### src/rtl/riscv_mem_pkg.sv
// Shared types for the memory-access stage.
// Load/store size encodings, FSM states and exception causes.
package riscv_mem_pkg;

  localparam logic [2:0] F3_B  = 3'b000;
  localparam logic [2:0] F3_H  = 3'b001;
  localparam logic [2:0] F3_W  = 3'b010;
  localparam logic [2:0] F3_BU = 3'b100;
  localparam logic [2:0] F3_HU = 3'b101;

  typedef enum logic {
    IDLE,
    REQ
  } state_t;

  typedef enum logic [1:0] {
    EXC_NONE     = 2'b00,
    EXC_MISALIGN = 2'b01,
    EXC_TIMEOUT  = 2'b10,
    EXC_ILLEGAL  = 2'b11
  } exc_cause_t;

  function automatic logic ld_f3_ok(
    input logic [2:0] f3
  );
    return f3 inside {F3_B, F3_H, F3_W,
                      F3_BU, F3_HU};
  endfunction

  function automatic logic st_f3_ok(
    input logic [2:0] f3
  );
    return f3 inside {F3_B, F3_H, F3_W};
  endfunction

endpackage

### src/rtl/lsu_align.sv
// Byte-lane steering: store enables/replication and
// load lane select with sign or zero extension.
module lsu_align
  import riscv_mem_pkg::*;
(
  input  logic [2:0]  i_funct3,
  input  logic [1:0]  i_off,
  input  logic [31:0] i_sdata,
  input  logic [31:0] i_rdata,
  output logic [3:0]  o_be,
  output logic [31:0] o_wdata,
  output logic [31:0] o_ldata
);

  logic [31:0] w_sh;
  logic [1:0]  w_sz;

  assign w_sh = i_rdata >> {i_off, 3'b000};
  assign w_sz = i_funct3[1:0];

  always_comb begin
    o_be    = 4'b1111;
    o_wdata = i_sdata;
    o_ldata = w_sh;
    unique case (1'b1)
      (w_sz == F3_B[1:0]): begin
        o_be    = 4'b0001 << i_off;
        o_wdata = {4{i_sdata[7:0]}};
        o_ldata = i_funct3[2]
                ? {24'd0, w_sh[7:0]}
                : {{24{w_sh[7]}}, w_sh[7:0]};
      end
      (w_sz == F3_H[1:0]): begin
        o_be    = 4'b0011 << i_off;
        o_wdata = {2{i_sdata[15:0]}};
        o_ldata = i_funct3[2]
                ? {16'd0, w_sh[15:0]}
                : {{16{w_sh[15]}}, w_sh[15:0]};
      end
      default: ;
    endcase
  end

endmodule

### src/rtl/mem_access_stage.sv
// Memory stage: issues data-memory requests, stalls execute
// while one is outstanding, and formats writeback results.
module mem_access_stage
  import riscv_mem_pkg::*;
#(
  parameter int ADDR_W      = 12,
  parameter int DATA_W      = 32,
  parameter int MEM_TIMEOUT = 255
) (
  input  logic              clk,
  input  logic              rst,
  input  logic              ex_valid,
  input  logic [DATA_W-1:0] ex_result,
  input  logic [DATA_W-1:0] ex_store_data,
  input  logic              ex_mem_read,
  input  logic              ex_mem_write,
  input  logic [2:0]        ex_funct3,
  input  logic [4:0]        ex_rd,
  input  logic              ex_reg_write,
  input  logic              flush,
  output logic              stall_out,
  output logic              mem_req,
  output logic              mem_we,
  output logic [ADDR_W-1:0] mem_addr,
  output logic [DATA_W-1:0] mem_wdata,
  output logic [3:0]        mem_be,
  input  logic              mem_ready,
  input  logic [DATA_W-1:0] mem_rdata,
  output logic              wb_valid,
  output logic [DATA_W-1:0] wb_data,
  output logic [4:0]        wb_rd,
  output logic              wb_reg_write,
  output logic              exc_valid,
  output logic [1:0]        exc_cause,
  output logic [ADDR_W-1:0] exc_addr
);

  localparam int CNT_W = $clog2(MEM_TIMEOUT + 1);
  localparam logic [CNT_W-1:0] LIMIT =
    CNT_W'(MEM_TIMEOUT - 1);

  state_t            r_state;
  logic [CNT_W-1:0]  r_cnt;
  logic              r_req;
  logic              r_we;
  logic [2:0]        r_f3;
  logic [DATA_W-1:0] r_res;
  logic [DATA_W-1:0] r_sdata;
  logic [4:0]        r_rd;
  logic              r_rw;
  logic              r_flushed;

  logic              w_accept;
  logic              w_is_mem;
  logic              w_illegal;
  logic              w_misalign;
  logic              w_rd_ok;
  logic              w_kill;
  logic [3:0]        w_be;
  logic [DATA_W-1:0] w_wdata;
  logic [DATA_W-1:0] w_ldata;

  lsu_align u_align (
    .i_funct3 (r_f3),
    .i_off    (r_res[1:0]),
    .i_sdata  (r_sdata),
    .i_rdata  (mem_rdata),
    .o_be     (w_be),
    .o_wdata  (w_wdata),
    .o_ldata  (w_ldata)
  );

  assign stall_out = (r_state == REQ);
  assign w_accept  = ex_valid & ~stall_out & ~flush;
  assign w_is_mem  = ex_mem_read | ex_mem_write;
  assign w_rd_ok   = ex_reg_write & (|ex_rd);
  assign w_kill    = r_flushed | flush;

  assign w_illegal =
      (ex_mem_read & ex_mem_write)
    | (ex_mem_read & ~ld_f3_ok(ex_funct3))
    | (ex_mem_write & ~st_f3_ok(ex_funct3));

  assign w_misalign =
      ((ex_funct3[1:0] == F3_H[1:0]) & ex_result[0])
    | ((ex_funct3[1:0] == F3_W[1:0])
       & (|ex_result[1:0]));

  // Bus outputs come straight from registers, stable for the whole request.
  assign mem_req   = r_req;
  assign mem_we    = r_req & r_we;
  assign mem_addr  = {r_res[ADDR_W-1:2], 2'b00};
  assign mem_be    = r_req ? w_be : 4'b0000;
  assign mem_wdata = (r_req & r_we) ? w_wdata : '0;

  always_ff @(posedge clk) begin
    if (rst) begin
      r_state      <= IDLE;
      r_cnt        <= '0;
      r_req        <= 1'b0;
      r_we         <= 1'b0;
      r_f3         <= '0;
      r_res        <= '0;
      r_sdata      <= '0;
      r_rd         <= '0;
      r_rw         <= 1'b0;
      r_flushed    <= 1'b0;
      wb_valid     <= 1'b0;
      wb_data      <= '0;
      wb_rd        <= '0;
      wb_reg_write <= 1'b0;
      exc_valid    <= 1'b0;
      exc_cause    <= EXC_NONE;
      exc_addr     <= '0;
    end else begin
      wb_valid  <= 1'b0;
      exc_valid <= 1'b0;
      unique case (r_state)
        IDLE: begin
          if (w_accept && !w_is_mem) begin
            wb_valid     <= 1'b1;
            wb_data      <= ex_result;
            wb_rd        <= ex_rd;
            wb_reg_write <= w_rd_ok;
            exc_cause    <= EXC_NONE;
          end else if (w_accept
                       && (w_illegal || w_misalign)) begin
            wb_valid     <= 1'b1;
            exc_valid    <= 1'b1;
            wb_data      <= ex_result;
            wb_rd        <= ex_rd;
            wb_reg_write <= 1'b0;
            exc_cause    <= w_illegal ? EXC_ILLEGAL
                                      : EXC_MISALIGN;
            exc_addr     <= ex_result[ADDR_W-1:0];
          end else if (w_accept) begin
            r_state   <= REQ;
            r_req     <= 1'b1;
            r_cnt     <= '0;
            r_we      <= ex_mem_write;
            r_f3      <= ex_funct3;
            r_res     <= ex_result;
            r_sdata   <= ex_store_data;
            r_rd      <= ex_rd;
            r_rw      <= w_rd_ok & ex_mem_read;
            r_flushed <= 1'b0;
          end
        end
        REQ: begin
          r_flushed <= w_kill;
          if (mem_ready) begin
            r_state      <= IDLE;
            r_req        <= 1'b0;
            wb_valid     <= ~w_kill;
            wb_data      <= r_we ? r_res : w_ldata;
            wb_rd        <= r_rd;
            wb_reg_write <= r_rw & ~w_kill;
            exc_cause    <= EXC_NONE;
          end else if (r_cnt == LIMIT) begin
            r_state      <= IDLE;
            r_req        <= 1'b0;
            wb_valid     <= ~w_kill;
            exc_valid    <= ~w_kill;
            wb_data      <= r_res;
            wb_rd        <= r_rd;
            wb_reg_write <= 1'b0;
            exc_cause    <= EXC_TIMEOUT;
            exc_addr     <= r_res[ADDR_W-1:0];
          end else begin
            r_cnt <= r_cnt + CNT_W'(1);
          end
        end
        default: r_state <= IDLE;
      endcase
    end
  end

endmodule

### config.mk
export PLATFORM = sky130hd
export DESIGN_NAME = mem_access_stage
export DESIGN_NICKNAME = d
export VERILOG_FILES = /design/src/rtl/riscv_mem_pkg.sv /design/src/rtl/lsu_align.sv /design/src/rtl/mem_access_stage.sv
export SDC_FILE = /design/constraint.sdc
export NUM_CORES = 1
export LEC_CHECK = 0
export ABC_AREA = 0
export CORE_AREA = 2 2 150 108
export CTS_CLUSTER_SIZE = 40
export DETAILED_ROUTE_END_ITERATION = 7
export DIE_AREA = 0 0 152 110
export MAX_ROUTING_LAYER = met4
export PLACE_DENSITY_LB_ADDON = 0.12
export SLEW_MARGIN = 40
export SYNTH_ARGS = -nofsm -noshare
export SYNTH_HDL_FRONTEND = slang
export SYNTH_SLANG_ARGS = --single-unit
### constraint.sdc
create_clock -name clk -period 2.35 [get_ports clk]
set_input_delay 0.235 -clock clk [delete_from_list [all_inputs] [get_ports clk]]
set_output_delay 0.235 -clock clk [all_outputs]
set_load 0.01 [all_outputs]
# Word-level counts from Yosys, hierarchy flattened
# Index checks and enable logic that the tools add are counted.
# totals
ff_bits	139
in_bits	112
out_inout_bits	105
# op_classes
n_addsub	1
n_eq_ne	17
n_shift	3
mux	63
bitwise	23
reduce_logical	16
# op_table
operator	count
2-to-1 mux 32 bit	8
one-hot mux 32 bit (2 select lines)	3
2-to-1 mux 12 bit	4
2-to-1 mux 8 bit	5
>> shifter 32 x 5 -> 32 bit	1
one-hot mux 12 bit (2 select lines)	1
2-to-1 mux 1 bit	22
2-to-1 mux 5 bit	4
one-hot mux 8 bit (2 select lines)	1
one-hot mux 1 bit (2 select lines)	6
AND reduction 4 bit	3
bitwise AND 1 bit	11
2-to-1 mux 2 bit	5
!= test 2 bit, second input constant	5
one-hot mux 5 bit (2 select lines)	1
adder 8 x 1 -> 8 bit, second input constant	1
equality test 8 bit, second input constant	1
one-hot mux 4 bit (2 select lines)	1
inverter 1 bit	7
equality test 3 bit, second input constant	2
OR 1 bit	5
AND reduction 5 bit	1
nonzero test 5 bit	1
OR reduction 5 bit	1
other kinds (20)	23

# Depth between registers and ports, before layout
# Gate-level depths: netlist of run 1.
# logic_depth
depth_word	11
ltp_mapped	8
ltp_nobuf	7

# By module
# A second synthesis of run 1 with hierarchy kept.
# hier_totals
cells_unflattened	957
area_unflattened_um2	7547.2
# modules_own_cells
module	n_inst	cells_each	area_each_um2
mem_access_stage	1	764	6266.0
lsu_align	1	193	1281.2

# Worst setup path before layout of run 1
# OpenSTA, ideal clock, no wires.
# synth_path
path_kind	reg2reg
from	reg r_state (netlist: stall_out)
to	reg r_f3[0]
setup_ns	0.132
arrival_time_ns	1.719
path_slack_ns	0.499
stages_incl_launch_ff	8
period_less_slack_ns	1.851
path_cell_list	dfxtp_1 or3b_2 nor2_1 nand3_1 clkbuf_1 clkbuf_1 nand2_1 a21oi_1
# synth_between
elab_chain_len	6
# synth_lines
item	line	rtl
from (decl)	mem_access_stage.sv:42	state_t r_state;
from (signal assigned)	mem_access_stage.sv:98	r_state <= IDLE;
from (signal assigned)	mem_access_stage.sv:137	r_state <= REQ;
from (signal assigned)	mem_access_stage.sv:152	r_state <= IDLE;
inverter 1 bit (*)	-	
bitwise AND 1 bit (2 in a row)	mem_access_stage.sv:74	assign w_accept = ex_valid & ~stall_out & ~flush;
logical AND 1 bit, on equally long branches	mem_access_stage.sv:127, mem_access_stage.sv:120	
inverter 1 bit (no line)	-	
AND reduction 4 bit (no line) (*)	-	
to (signal assigned)	mem_access_stage.sv:141	r_f3 <= ex_funct3;
to (decl)	mem_access_stage.sv:46	logic [2:0] r_f3;
# Mark *: on every way between the ends. The rest lies on a longest branch, timed or not.
# A chain may end at the register's enable or synchronous reset.

# Worst setup path in the final report of run 1
# layout_path
from	reg r_f3[0]
to	out mem_wdata[26]
# layout_between
elab_chain_len	3
# layout_lines
item	line	rtl
equality test 2 x 1 -> 1 bit / logical NOT 2 bit (equally long branches)	lsu_align.sv:33, lsu_align.sv:26	
one-hot mux 32 bit (2 select lines) (*)	lsu_align.sv:25	unique case (1'b1)
2-to-1 mux 32 bit (*)	mem_access_stage.sv:94	assign mem_wdata = (r_req & r_we) ? w_wdata : '0;
to (decl)	mem_access_stage.sv:25	output logic [DATA_W-1:0] mem_wdata,
# Marks and branches as above.

==> results of run 1 <==
## layout make-up
| cell class | count | area [um2] |
|---|---|---|
| fillers | 1301 | 5100 |
| multi-input cells | 680 | 3850 |
| flip-flops and latches | 139 | 2790 |
| repair buffers | 265 | 2660 |
| clock buffers | 21 | 460 |
| well taps | 200 | 250 |
| clock inverters | 11 | 119 |
| inverters | 8 | 30.0 |
## state kept, by name, indices dropped and copies added, names as in the netlist, 2 cells and up
name / cells
r_cnt: 8
exc_addr: 12
wb_data: 32
r_f3: 3
wb_rd: 5
r_sdata: 32
r_rd: 5
r_res: 32
exc_cause: 2
## layout by cell type, fill, tap and decap left out, types with 17 or more instances in the layout
cell	netlist	final
clkdlybuf4s50_1	0	213
mux2i_1	41	40
dfxtp_1	139	134
clkbuf_16	0	17
or3_1	18	18
a21oi_1	117	117
o21ai_0	24	24
buf_4	16	38
nor2_1	59	59
nor3_1	42	42
nand2_1	204	204
## worst paths after layout
kind | from | cells after the start | slack [ns] | to
worst min-delay path | rst | 2 | 0.28 | r_res[2]
worst max-delay path | r_f3[0] | 6 | 0.11 | mem_wdata[26]
worst max register to register | r_res[1] | 6 | 0.27 | wb_data[14]
worst min register to register | r_res[29] | 2 | 0.45 | r_res[29]
## power by group
group          switching, uW  internal [uW]  total [uW]
logic                    448            494         942
clock network           1050           1620        2660
registers               72.2           2450        2520
## synthesized netlist by cell type, types with 3 or more instances
cell / count
a211o_1: 3
a211oi_1: 14
a21oi_1: 117
a221oi_1: 10
a311oi_1: 7
a31oi_1: 8
and2_1: 3
and3_1: 10
buf_1: 3
buf_2: 15
buf_4: 16
clkbuf_1: 58
dfxtp_1: 139
inv_1: 8
mux2_2: 9
mux2i_1: 41
nand2_1: 204
nand2b_1: 5
nand3_1: 12
nand4_1: 4
nor2_1: 59
nor2b_1: 10
nor3_1: 42
o211ai_1: 3
o21a_1: 6
o21ai_0: 24
o221ai_1: 9
o22ai_1: 8
o2bb2ai_1: 3
o32ai_1: 14
or3_1: 18
xor2_1: 5
## through the flow
stage,cell area [um2],std cells,util
after global routing,10200,1324,0.666
final,10200,1324,0.666
after detailed placement,9540,1292,0.625
after CTS,10100,1324,0.664
after floorplan,7070,919,-
after global placement,9530,1291,0.625
## routing by layer
metal | up-vias | wire length (um)
met1 | 3488 | 11500
met3 | 29 | 1870
met2 | 294 | 10200
met4 | 0 | 331
met5 | - | 0
li1 | 3615 | -
## worst max-delay path: cells and delay by family, from the launching register on
| family | cells | cell delay [ns] |
|---|---|---|
| compound gates | 1 | 0.12 |
| buf+inv | 2 | 0.67 |
| flops | 1 | 0.40 |
| mux | 1 | 0.28 |
| simple gates | 2 | 0.12 |
## cell families after synthesis
kind of cell    count (synthesis)  synth area share
compound gates                243             0.222
flops                         139             0.394
xor+xnor                        7           0.00868
fa+ha+maj                       2           0.00354
other cells                     1          0.000531
buf+inv                       100            0.0643
mux                            51            0.0757
simple gates                  375             0.231
==> impl_metrics.py, run 1 <==
metrics = {
    "synth": {
        "synthesis.area_um2": 7060,
        "synth-seq-area-share": 0.394,
        "syn_inst": 918,
        "synth_top_area_share": 0.394,
        "synth_ff_type": "dfxtp_1",
        "yosys.area.top_type": "dfxtp_1",
        "yosys.cell_types.count": 58,
        "ys_ff_latch": 139,
        "ys_top_cells_by_area": "dfxtp_1 (39%), nand2_1 (11%), a21oi_1 (8.3%)",
        "async_reset_ff_frac": 0,
        "ys_warn_count": 0,
        "synth.avg_cell_area_um2": 7.69,
        "synth-edff-count": 0,
    },
    "route": {
        "vias_per_cell": 5.61,
        "vias": 7426,
        "finalWirelength_mm": 24.0,
        "first_pass_iters": 7,
        "ant_nets": 0,
        "drt_iter0_drc": 593,
        "routedWlPerCell_um": 18.1,
        "drc": 0,
    },
    "placement": {
        "dp_hpwl_mm": 17.1,
        "pre_cts_ws_ns": -0.0393,
        "port_buffers": 214,
        "gp_congestion": 0.913,
    },
    "cells_and_area": {
        "syn2layout_area_growth_pct": 43.9,
        "drive_above_1_share": 0.0979,
        "diodes": 0,
        "nets": 1225,
    },
    "cts": {
        "cts_setup_buffers": 0,
        "path_clk_slew_ns": 0.06,
        "ctsHoldBuffers": 0,
        "cts_tree": "built",
        "cts_max_level": 4,
        "cts-buffers-inserted": 17,
        "ctsResizeCount": 5,
        "cts_sinks": 139,
        "clk_latency_ns": 0.42,
        "cts-root-buf": "clkbuf_16",
        "cts_buffer_depth": 2,
    },
    "critical_path": {
        "crit_path_top_delay_cell": "clkdlybuf4s50_1",
        "endpoint_kind": "output pin",
        "start_kind": "flop",
        "cpMostUsedCell": "nor2_1",
        "cp_max_fo": 9,
        "required_ns": 2.12,
        "crit_type": "reg2out",
        "arrival_ns": 2.01,
        "crit_chain": "buf_6, mux2i_1, nor2_1, a21oi_1, nor2_1, clkdlybuf4s50_1",
        "crit_path_max_incr_delay_ns": 0.49,
    },
    "grt": {
        "gr-usage-all-layers": 0.288,
        "met3_usage": 0.0668,
        "antenna_found_initial": 0,
        "grt_start_max_net_pins": 82,
        "grt_util_met1": 0.413,
        "met2_usage": 0.404,
        "grt_pass1_wl_mm": 37.0,
        "grt.busiest_layer": "met1",
        "grt_pass1_vias": 6706,
        "overflow": 0,
    },
    "timing": {
        "slew_viol_final": 0,
        "rsz0062_at_grt": "false",
        "min_period_ns": 2.24,
        "hold_ws_ns": 0.277,
        "hold_viol_final": 0,
        "timing.final.crit_share": 0.955,
        "timing.slew.headroom": 0.567,
        "clock_skew_ns": 0.00623,
        "setup_viol": 0,
        "setup_tns_ns": 0,
        "worst_slew_pin_slew_ns": 0.647,
        "fmax_ghz": 0.445,
        "layout_setup_ws_ns": 0.105,
    },
    "power_and_ir_drop": {
        "finalPower_uw": 6130,
        "p_leak_uw": 0.00346,
        "vdd_drop_max_uv": 482,
        "pwr_density_cell_nw_per_um2": 603,
    },
    "floorplanning": {
        "row_count": 38,
        "die_h_um": 110,
        "initial_core_util": 0.463,
        "num_io_pins": 217,
        "die-area_um2": 16700,
        "die_w_um": 152,
        "coreArea_um2": 15300,
    },
    "worst_hold_path": {
        "min_path_type": "in2reg",
    },
    "job": {
        "cap_violations": 0,
    },
    "outcome": {
        "status": "finished clean",
    },
}
Power figures use the tool's default switching activity.
==> inputs of run 2 (changes only) <==
--- a/config.mk
+++ b/config.mk
@@ -10,6 +10,7 @@
 export CTS_CLUSTER_SIZE = 40
 export DETAILED_ROUTE_END_ITERATION = 7
 export DIE_AREA = 0 0 152 110
+export GPL_ROUTABILITY_DRIVEN = 0
 export MAX_ROUTING_LAYER = met4
 export PLACE_DENSITY_LB_ADDON = 0.12
 export SLEW_MARGIN = 40
==> results of run 2 <==
The final DEF is identical to that of run 1; final timing and power are the same.
